--- src/rtl/div_wrap_counter.sv ---
// div_wrap_counter: detects each 3->0 wrap of a 2-bit divider phase, pulses
// tick once per wrap, and after arm counts wraps up to a latched target.
// done is raised on the final wrap and held until ack.
module div_wrap_counter #(
  parameter int CNT_W = 8
) (
  input  logic             clk,
  input  logic             rst_n,
  input  logic [1:0]       div_count,
  input  logic             arm,
  input  logic [CNT_W-1:0] target,
  input  logic             ack,
  output logic             tick,
  output logic [CNT_W-1:0] tick_cnt,
  output logic             busy,
  output logic             done
);

  typedef enum logic [1:0] {
    S_IDLE = 2'd0,
    S_RUN  = 2'd1,
    S_DONE = 2'd2
  } state_t;

  state_t           r_state;
  state_t           w_state_nxt;
  logic [1:0]       r_prev;
  logic             r_tick;
  logic [CNT_W-1:0] r_tgt_q;
  logic [CNT_W-1:0] r_tick_cnt;
  logic             r_busy;
  logic             r_done;

  logic             w_wrap;
  logic [CNT_W-1:0] w_cnt_inc;
  logic [CNT_W-1:0] w_tick_cnt_nxt;
  logic [CNT_W-1:0] w_tgt_nxt;

  // Only a 3->0 step is a wrap; 3->1, 2->0 and a held 0 are not.
  assign w_wrap    = (r_prev == 2'd3) && (div_count == 2'd0);
  assign w_cnt_inc = r_tick_cnt + CNT_W'(1);

  // Remember the previous phase and register the wrap as a one-cycle tick.
  always_ff @(posedge clk or negedge rst_n) begin
    // NOTE: state registers use non-blocking (<=) so every flop samples the
    // pre-edge values; blocking here would create order-dependent races.
    if (!rst_n) begin
      r_prev <= 2'd0;
      r_tick <= 1'b0;
    end else begin
      r_prev <= div_count;
      r_tick <= w_wrap;
    end
  end

  // Next-state and datapath decode for the IDLE/RUN/DONE controller.
  always_comb begin
    // NOTE: every output of this block gets a default first, so no path can
    // leave a signal unassigned and infer a latch.
    w_state_nxt    = r_state;
    w_tick_cnt_nxt = r_tick_cnt;
    w_tgt_nxt      = r_tgt_q;
    case (r_state)
      S_IDLE: begin
        if (arm) begin
          w_tgt_nxt      = target;
          w_tick_cnt_nxt = '0;
          // A zero target has nothing to count, so skip straight to DONE.
          w_state_nxt    = (target != '0) ? S_RUN : S_DONE;
        end
      end
      S_RUN: begin
        if (w_wrap) begin
          w_tick_cnt_nxt = w_cnt_inc;
          // Exact compare is safe: tgt_q >= 1 here, so the count never wraps.
          if (w_cnt_inc == r_tgt_q) begin
            w_state_nxt = S_DONE;
          end
        end
      end
      S_DONE: begin
        if (ack) begin
          w_state_nxt = S_IDLE;
        end
      end
      default: begin
        w_state_nxt = S_IDLE;
      end
    endcase
  end

  // State, latched target, wrap count and registered status flags.
  // busy/done decode the next state so done lands with the final count.
  always_ff @(posedge clk or negedge rst_n) begin
    if (!rst_n) begin
      r_state    <= S_IDLE;
      r_tgt_q    <= '0;
      r_tick_cnt <= '0;
      r_busy     <= 1'b0;
      r_done     <= 1'b0;
    end else begin
      r_state    <= w_state_nxt;
      r_tgt_q    <= w_tgt_nxt;
      r_tick_cnt <= w_tick_cnt_nxt;
      r_busy     <= (w_state_nxt == S_RUN);
      r_done     <= (w_state_nxt == S_DONE);
    end
  end

  assign tick     = r_tick;
  assign tick_cnt = r_tick_cnt;
  assign busy     = r_busy;
  assign done     = r_done;

endmodule

--- config.mk ---
export PLATFORM = sky130hd
export DESIGN_NAME = div_wrap_counter
export DESIGN_NICKNAME = d
export VERILOG_FILES = /design/src/rtl/div_wrap_counter.sv
export SDC_FILE = /design/constraint.sdc
export NUM_CORES = 1
export LEC_CHECK = 0
export CAP_MARGIN = 20
export CORE_ASPECT_RATIO = 0.75
export CORE_MARGIN = 1
export CORE_UTILIZATION = 35
export CTS_CLUSTER_DIAMETER = 100
export DETAILED_ROUTE_END_ITERATION = 7
export PLACE_DENSITY = 0.6
export SLEW_MARGIN = 15
export SYNTH_ARGS = -nofsm -noshare
export SYNTH_HDL_FRONTEND = slang
export SYNTH_SLANG_ARGS = --single-unit
export TNS_END_PERCENT = 30
--- constraint.sdc ---
create_clock -name clk -period 2.1 [get_ports clk]
set_input_delay 0.42 -clock clk [delete_from_list [all_inputs] [get_ports clk]]
set_output_delay 0.42 -clock clk [all_outputs]
set_load 0.03 [all_outputs]
==> results.yml, run 1 <==
outcome:
  status: "finished clean"
timing:
  slew_viol_final: 0
  fin_crit_sh_pct: 90.5
  skew_ns: 0.000896
  worstMarginPinSlew_ns: 0.463
  fmax_ghz: 0.526
  setup_violations: 0
  relSlewSlack_pct: 68.9
  final.setup.tns_ns: 0
  report.final.hold_viol_count: 0
  period_minus_slack_ns: 1.90
  hold_slack_ns: 0.500
  rsz0062_at_grt: "no"
floorplanning:
  fp-row-count: 17
  start_util_pct: 37.9
  die_y_um: 51.7
  num_io_pins: 25
  core_mm2: 0.00304
  fp.dieArea_mm2: 0.00353
  die_w_um: 68.3
layout:
  final-instance-count-excl-fill: 171
  fin_area_mm2: 0.00151
  final_net_count: 149
  drive_gt1_share_pct: 17.3
  area_growth_syn_to_layout_pct: 30.6
  antennaDiodeCount: 0
synthesis:
  synth.largest_area_cell: "dfrtp_1"
  yosysTopAreaCellShare_pct: 49.9
  yosysWarnings: 0
  syn_area_mm2: 0.00115
  synth_edf_count: 0
  async_reset_ff_share_pct: 100
  synthFlopType: "dfrtp_1"
  synthesis.instances: 103
  syn_nets: 118
  ys_types: 29
  yosysSeqAreaShare_pct: 49.9
  ys_seq_elements: 23
  synth.area.top_cells: "dfrtp_1 (50%), mux2_2 (8.8%), xnor2_1 (6.8%)"
  syn_avg_cell_area_um2: 11.2
clock_network:
  cts_buffer_depth: 2
  insertion_delay_ns: 0.26
  cts_tree: "built"
  post_cts_buffers: 0
  clkTransAtPathRegs_ns: 0.08
  hold_buffers: 0
  cts-buffers-inserted: 3
  clock_sinks: 23
  h-tree-depth: 1
  post_cts_resized: 0
  root_buffer: "clkbuf_8"
detailed_routing:
  drt-wirelength-per-cell_um: 13.7
  vias: 864
  first_pass_iters: 4
  ant_nets: 0
  drc: 0
  drtIter0Drc: 39
  drt-total-wl_um: 2340
  viasPerCell: 5.05
job:
  drv_cap: 0
pwr:
  irDropWorstVdd_mv: 0.435
  p_leak_nw: 0.613
  power.density_mw_per_mm2: 856
  total_power_mw: 1.29
hold_path:
  holdCritPathClass: "in -> async"
critical_path:
  critPathCaptureType: "output port"
  cp_top_family: "buffers and inverters"
  max_stage_delay_ns: 0.72
  crit_start: "tick_cnt[3]$_DFFE_PN0P_"
  critical-path-slowest-cell: "clkdlybuf4s50_1"
  crit_arrival_ns: 1.48
  path_max_fanout: 7
  cp.required_ns: 1.68
  cp_num_buf_inv: 1
  cp-start-kind: "flip-flop"
  rr_startpoint: "tick_cnt[0]$_DFFE_PN0P_"
  crit_chain: "clkdlybuf4s50_1"
  setup.worst_path.class: "reg -> out"
placement:
  dpl.cell_count: 167
  place.gp.congestion: 0.811
  postPlaceCellArea_mm2: 0.00146
  place_hpwl_um: 1760
  portBuffers: 24
global_routing:
  grt_max_degree: 24
  antenna_found_initial: 0
  grt_pass1_vias: 815
  overflow: 0
  grt_first_pass_wirelength_um: 3950
  track_usage_pct: 15.5
## Yosys cell counts (2+ instances only)
library cell and number:
dfrtp_1 23, mux2_2 9, nor2_1 9, xnor2_1 9
o21ai_0 8, nand2_1 7, a21oi_1 5, nand3_1 4
and3_1 3, nand3b_1 3, xor2_1 3, a31o_1 2
nor4_1 2
## layout by cell type, fill, tap and decap left out
cell / instances
clkdlybuf4s50_1: 24
dfrtp_1: 23
xnor2_1: 9
nor2_1: 9
mux2_2: 9
o21ai_0: 8
nand2_1: 7
a21oi_1: 5
nand3_1: 4
buf_4: 4
and3_1: 3
xor2_1: 3
nand3b_1: 3
clkbuf_8: 3
nor4_1: 2
a31o_1: 2
and4bb_2: 1
nand3_2: 1
xor2_2: 1
nor2_4: 1
nor4_4: 1
nand4_1: 1
a21o_1: 1
or2_2: 1
and3b_1: 1
nor3b_1: 1
o41ai_1: 1
and2_2: 1
o31ai_1: 1
ha_1: 1
clkbuf_1: 1
## metrics by stage
stage / util (%) / worst slack (ns)
global placement: 48.0 / 0.0610
detailed placement: 48.0 / 0.0552
CTS: 49.5 / 0.191
finish: 49.5 / 0.200
floorplan: - / 0.216
global route: 49.5 / 0.113
## metal layers
metal  GRT usage, %  part of all wire, %  vias up
li1               -                    -      427
met1           23.6                   53      411
met2           20.8                   41       24
met3           5.26                  5.1        2
met4           3.13                 0.30        0
met5              0                    0        -
## kinds of logic (layout without fill, tap and decap cells)
family / after synthesis / count (layout) / synth area share (%)
xor gates and xnor gates: 13 / 13 / 10.5
buffers and inverters: 2 / 32 / 0.868
adders and majority gates: 1 / 1 / 1.09
and+or+nand+nor: 37 / 37 / 19.5
muxes: 9 / 9 / 8.80
DFF: 23 / 23 / 49.9
AOI/OAI and AO/OA: 18 / 18 / 9.23
## path summary, 6_finish.rpt
kind                                                to  cells past startpoint  slack, ns
worst max-delay path                       tick_cnt[3]                      1       0.20
max in group asynchronous       r_tgt_q[2]$_DFFE_PN0P_                      2       1.37
min in group clk                r_tgt_q[5]$_DFFE_PN0P_                      1       0.53
worst min-delay path               r_prev[0]$_DFF_PN0_                      2       0.50
worst min register to register  r_tgt_q[5]$_DFFE_PN0P_                      1       0.53
worst max register to register          done$_DFF_PN0_                      6       0.22
## state kept, by name, indices dropped and copies added, names as in the netlist
| register | flops |
|---|---|
| busy | 1 |
| done | 1 |
| r_prev | 2 |
| tick | 1 |
| r_state | 2 |
| r_tgt_q | 8 |
| tick_cnt | 8 |
## area by class of cell
| type | instances | area (µm²) |
|---|---|---|
| clock buffer | 4 | 45.0 |
| fill | 277 | 1540 |
| multi-input combinational | 78 | 567 |
| sequential | 23 | 576 |
| tap | 38 | 47.5 |
| timing repair buffer | 28 | 270 |
## where the power goes
group	total, mW	internal (mW)	leakage, nW	switching, mW
Combinational	0.409	0.211	0.300	0.198
Clock	0.275	0.135	0.0228	0.140
Sequential	0.604	0.520	0.289	0.0844
Power figures use the tool's default switching activity.
==> inputs of run 2 (changes only) <==
--- a/config.mk
+++ b/config.mk
@@ -11,7 +11,7 @@
 export CORE_UTILIZATION = 35
 export CTS_CLUSTER_DIAMETER = 100
 export DETAILED_ROUTE_END_ITERATION = 7
-export PLACE_DENSITY = 0.6
+export PLACE_DENSITY = 0.62
 export SLEW_MARGIN = 15
 export SYNTH_ARGS = -nofsm -noshare
 export SYNTH_HDL_FRONTEND = slang
==> constraint.sdc (replaced) <==
create_clock -name clk -period 1.6 [get_ports clk]
set_input_delay 0.32 -clock clk [delete_from_list [all_inputs] [get_ports clk]]
set_output_delay 0.32 -clock clk [all_outputs]
set_load 0.03 [all_outputs]
==> results.yml, run 2 (synthesized netlist as in run 1, its figures left out) <==
outcome:
  status: "finished with violations"
  violations: "setup timing"
detailed_routing:
  drc: 0
  vias: 932
  viasPerCell: 5.12
  first_pass_iters: 4
  drt-wirelength-per-cell_um: 14.3
  drtIter0Drc: 63
  drt-total-wl_um: 2600
  ant_nets: 0
pwr:
  p_leak_nw: 0.721
  intPower_mw: 1.19
  p_sw_uw: 594
  clkPwrFrac_pct: 20.3
  power.density_mw_per_mm2: 1090
  irDropWorstVdd_mv: 0.538
  p_sw_share_pct: 33.2
  p_seq_share_pct: 45.5
  total_power_mw: 1.79
  combPwrFrac_pct: 34.1
layout:
  final-instance-count-excl-fill: 182
  area_growth_syn_to_layout_pct: 42.2
  utilization_pct: 53.9
  layout_commonest_cell: "dfrtp_1"
  final_cell_mix: "dfrtp_1 (19), buf_4 (15), clkdlybuf4s50_1 (14)"
  final_net_count: 160
  fin_area_mm2: 0.00164
  drive_gt1_share_pct: 31.3
  antennaDiodeCount: 0
timing:
  worstMarginPinSlew_ns: 0.387
  fmax_ghz: 0.601
  fin_crit_sh_pct: 104
  report.final.hold_viol_count: 0
  slew_viol_final: 0
  final.setup.worst_slack_ns: -0.0634
  period_minus_slack_ns: 1.66
  hold_slack_ns: 0.403
  final.setup.tns_ns: -0.213
  relSlewSlack_pct: 74.0
  setup_violations: 4
  rsz0062_at_grt: "yes"
  skew_ns: 0.00436
clock_network:
  clkTransAtPathRegs_ns: 0.08
  hold_buffers: 0
  insertion_delay_ns: 0.26
  cts-buffers-inserted: 3
  cts_buffer_depth: 2
  clock_sinks: 23
  h-tree-depth: 1
  cts_tree: "built"
  root_buffer: "clkbuf_8"
global_routing:
  track_usage_pct: 16.2
  grt_first_pass_wirelength_um: 4110
  grt_max_degree: 24
  grt_pass1_vias: 809
  overflow: 0
  antenna_found_initial: 0
placement:
  place.gp.congestion: 0.813
  place_hpwl_um: 1920
  place_ws_ns: -0.357
  postPlaceCellArea_mm2: 0.00154
  dpl.cell_count: 175
  portBuffers: 24
floorplanning:
  fp-row-count: 17
  start_util_pct: 37.9
  die_y_um: 51.7
  fp.dieArea_mm2: 0.00353
  num_io_pins: 25
  die_w_um: 68.3
  core_mm2: 0.00304
critical_path:
  crit_start: "tick_cnt[0]$_DFFE_PN0P_"
  cp-start-kind: "flip-flop"
  setup.worst_path.class: "reg -> reg"
  crit_arrival_ns: 1.87
  cp.required_ns: 1.81
  path_max_fanout: 6
  critPathCaptureType: "flip-flop"
  rr_startpoint: "tick_cnt[0]$_DFFE_PN0P_"
hold_path:
  holdCritPathClass: "in -> async"
job:
  drv_cap: 0
==> run 2: timing repair <==
item | CTS | global route
setup buffers | 0 | 3
gates cloned | 0 | 0
setup endpoints to repair | 12 | 20
pin swaps | 1 | 4
resized for setup | 9 | 11
==> run 2: per-layer routing <==
layer  part of all wire [%]  vias up  track usage (%)  wire length [µm]
li1                       -      451                -                 -
met1                     50      458             23.7              1300
met2                     46       23             23.5              1190
met3                    4.5        0             4.61               116
met4                      0        0             3.13                 0
met5                      0        -                0                 0
==> run 2: critical path, stage by stage (launching register included) <==
cell	delay, ns
dfrtp_2	0.45
ha_4	0.18
nand3_4	0.10
xor2_4	0.18
xnor2_2	0.15
nor4_4	0.36
a31o_1	0.19
==> run 2: path summary, 6_finish.rpt <==
| kind | depth (start not counted) | slack, ns | endpoint |
|---|---|---|---|
| max | 6 | -0.06 | r_state[1]$_DFF_PN0_ |
| min | 2 | 0.40 | r_prev[0]$_DFF_PN0_ |
| max reg2reg | 6 | -0.06 | r_state[1]$_DFF_PN0_ |
| min reg2reg | 1 | 0.54 | r_tgt_q[0]$_DFFE_PN0P_ |
| max in group asynchronous | 2 | 0.94 | tick_cnt[4]$_DFFE_PN0P_ |
| min in group clk | 1 | 0.51 | r_prev[0]$_DFF_PN0_ |
==> run 2: area by class of cell <==
| type | count | area [µm²] |
|---|---|---|
| fill | 278 | 1400 |
| multi-input combinational | 78 | 622 |
| sequential | 23 | 581 |
| timing repair buffer | 39 | 344 |
| tap | 38 | 47.5 |
| clock buffer | 4 | 45.0 |
==> run 2: power by group through the flow <==
stage | Sequential [mW] | Combinational, mW | Clock (mW)
finish | 0.813 | 0.610 | 0.363
global route | 0.839 | 0.665 | 0.397
CTS | 0.808 | 0.579 | 0.374
detailed placement | 0.820 | 0.596 | 0
global placement | 0.814 | 0.582 | 0
floorplan | 0.847 | 0.342 | 0
==> inputs of run 3 (changes only) <==
--- a/config.mk
+++ b/config.mk
@@ -12,6 +12,7 @@
 export CTS_CLUSTER_DIAMETER = 100
 export DETAILED_ROUTE_END_ITERATION = 7
 export PLACE_DENSITY = 0.62
+export RECOVER_POWER = 100
 export SLEW_MARGIN = 15
 export SYNTH_ARGS = -nofsm -noshare
 export SYNTH_HDL_FRONTEND = slang
==> results.yml, run 3 (synthesized netlist as in run 1, its figures left out) <==
pwr:
  total_power_mw: 1.78
  p_seq_share_pct: 45.6
  combPwrFrac_pct: 34.1
  p_sw_uw: 593
  intPower_mw: 1.19
  p_leak_nw: 0.721
  p_sw_share_pct: 33.3
  power.density_mw_per_mm2: 1090
  clkPwrFrac_pct: 20.3
  irDropWorstVdd_mv: 0.538
floorplanning:
  num_io_pins: 25
  fp-row-count: 17
  core_mm2: 0.00304
  die_y_um: 51.7
  fp.dieArea_mm2: 0.00353
  start_util_pct: 37.9
  die_w_um: 68.3
detailed_routing:
  drtIter0Drc: 63
  drc: 0
  viasPerCell: 5.12
  ant_nets: 0
  drt-total-wl_um: 2600
  drt-wirelength-per-cell_um: 14.3
  vias: 932
  first_pass_iters: 4
layout:
  antennaDiodeCount: 0
  final-instance-count-excl-fill: 182
  final_cell_mix: "dfrtp_1 (19), buf_4 (14), clkdlybuf4s50_1 (12)"
  fin_area_mm2: 0.00164
  final_net_count: 160
  area_growth_syn_to_layout_pct: 42.0
  drive_gt1_share_pct: 31.3
  layout_commonest_cell: "dfrtp_1"
  utilization_pct: 53.8
clock_network:
  clkTransAtPathRegs_ns: 0.08
  root_buffer: "clkbuf_8"
  hold_buffers: 0
  insertion_delay_ns: 0.26
  cts_tree: "built"
  cts-buffers-inserted: 3
  clock_sinks: 23
  cts_buffer_depth: 2
  h-tree-depth: 1
timing:
  final.setup.tns_ns: -0.565
  final.setup.worst_slack_ns: -0.0825
  relSlewSlack_pct: 61.5
  skew_ns: 0.00436
  fin_crit_sh_pct: 105
  worstMarginPinSlew_ns: 0.578
  setup_violations: 9
  rsz0062_at_grt: "yes"
  fmax_ghz: 0.594
  report.final.hold_viol_count: 0
  hold_slack_ns: 0.507
  period_minus_slack_ns: 1.68
  slew_viol_final: 0
global_routing:
  overflow: 0
  antenna_found_initial: 0
  grt_max_degree: 24
  grt_first_pass_wirelength_um: 4110
  track_usage_pct: 16.2
  grt_pass1_vias: 809
placement:
  dpl.cell_count: 175
  place.gp.congestion: 0.813
  portBuffers: 24
  postPlaceCellArea_mm2: 0.00154
  place_hpwl_um: 1920
  place_ws_ns: -0.357
critical_path:
  setup.worst_path.class: "in -> reg"
  rr_startpoint: "tick_cnt[0]$_DFFE_PN0P_"
  crit_start: "div_count[1]"
  cp.required_ns: 1.75
  critPathCaptureType: "flip-flop"
  path_max_fanout: 6
  cp-start-kind: "primary input"
  crit_arrival_ns: 1.83
outcome:
  violations: "setup timing"
  status: "finished with violations"
hold_path:
  holdCritPathClass: "in -> reg"
  min_from: "div_count[0]"
job:
  drv_cap: 0
run 3: cell count changes in the layout (fill, tap and decap cells not counted), sizes merged:
cell | previous run | this run
clkbuf | 5 | 6
dlygate4sd3 | 0 | 2
buf | 15 | 14
clkdlybuf4s50 | 14 | 12
run 3: path summary, 6_finish.rpt:
kind / end / slack (ns) / depth (start not counted)
min reg2reg: r_tgt_q[0]$_DFFE_PN0P_ / 0.54 / 1
min in group asynchronous: r_prev[0]$_DFF_PN0_ / 0.57 / 2
min: r_prev[0]$_DFF_PN0_ / 0.51 / 1
max in group asynchronous: tick_cnt[4]$_DFFE_PN0P_ / 0.61 / 2
max reg2reg: r_state[1]$_DFF_PN0_ / -0.06 / 6
max: tick_cnt[5]$_DFFE_PN0P_ / -0.08 / 7
run 3: area by class of cell:
class,instances,area (µm²)
clock buffers,4,45.0
fillers,279,1410
multi-input cells,78,622
flip-flops and latches,23,581
well taps,38,47.5
repair buffers,39,342
run 3: per-layer routing:
| layer | vias to the layer above | global-route usage [%] | part of all wire (%) |
|---|---|---|---|
| met5 | - | 0 | 0 |
| met4 | 0 | 3.13 | 0 |
| met3 | 0 | 4.61 | 4.5 |
| met2 | 23 | 23.5 | 46 |
| met1 | 458 | 23.7 | 50 |
| li1 | 451 | - | - |
run 3: power groups by stage:
stage / Clock, mW / Combinational (mW) / Sequential (mW)
floorplan: 0 / 0.342 / 0.847
global placement: 0 / 0.582 / 0.814
detailed placement: 0 / 0.596 / 0.820
CTS: 0.374 / 0.579 / 0.808
global route: 0.397 / 0.663 / 0.839
finish: 0.363 / 0.608 / 0.813
run 3: repair_timing:
action	in CTS	in global routing
cloned	0	0
buffers inserted	0	3
resized for setup	9	11
pin swaps	1	4
endpoints found under the setup margin	12	20
run 3: worst max-delay path, cell delays in order:
cell,delay [ns]
dlygate4sd3_1,0.55
and4bb_2,0.29
and3b_2,0.21
nor2_1,0.05
buf_4,0.15
o21ai_0,0.16
o31ai_1,0.09
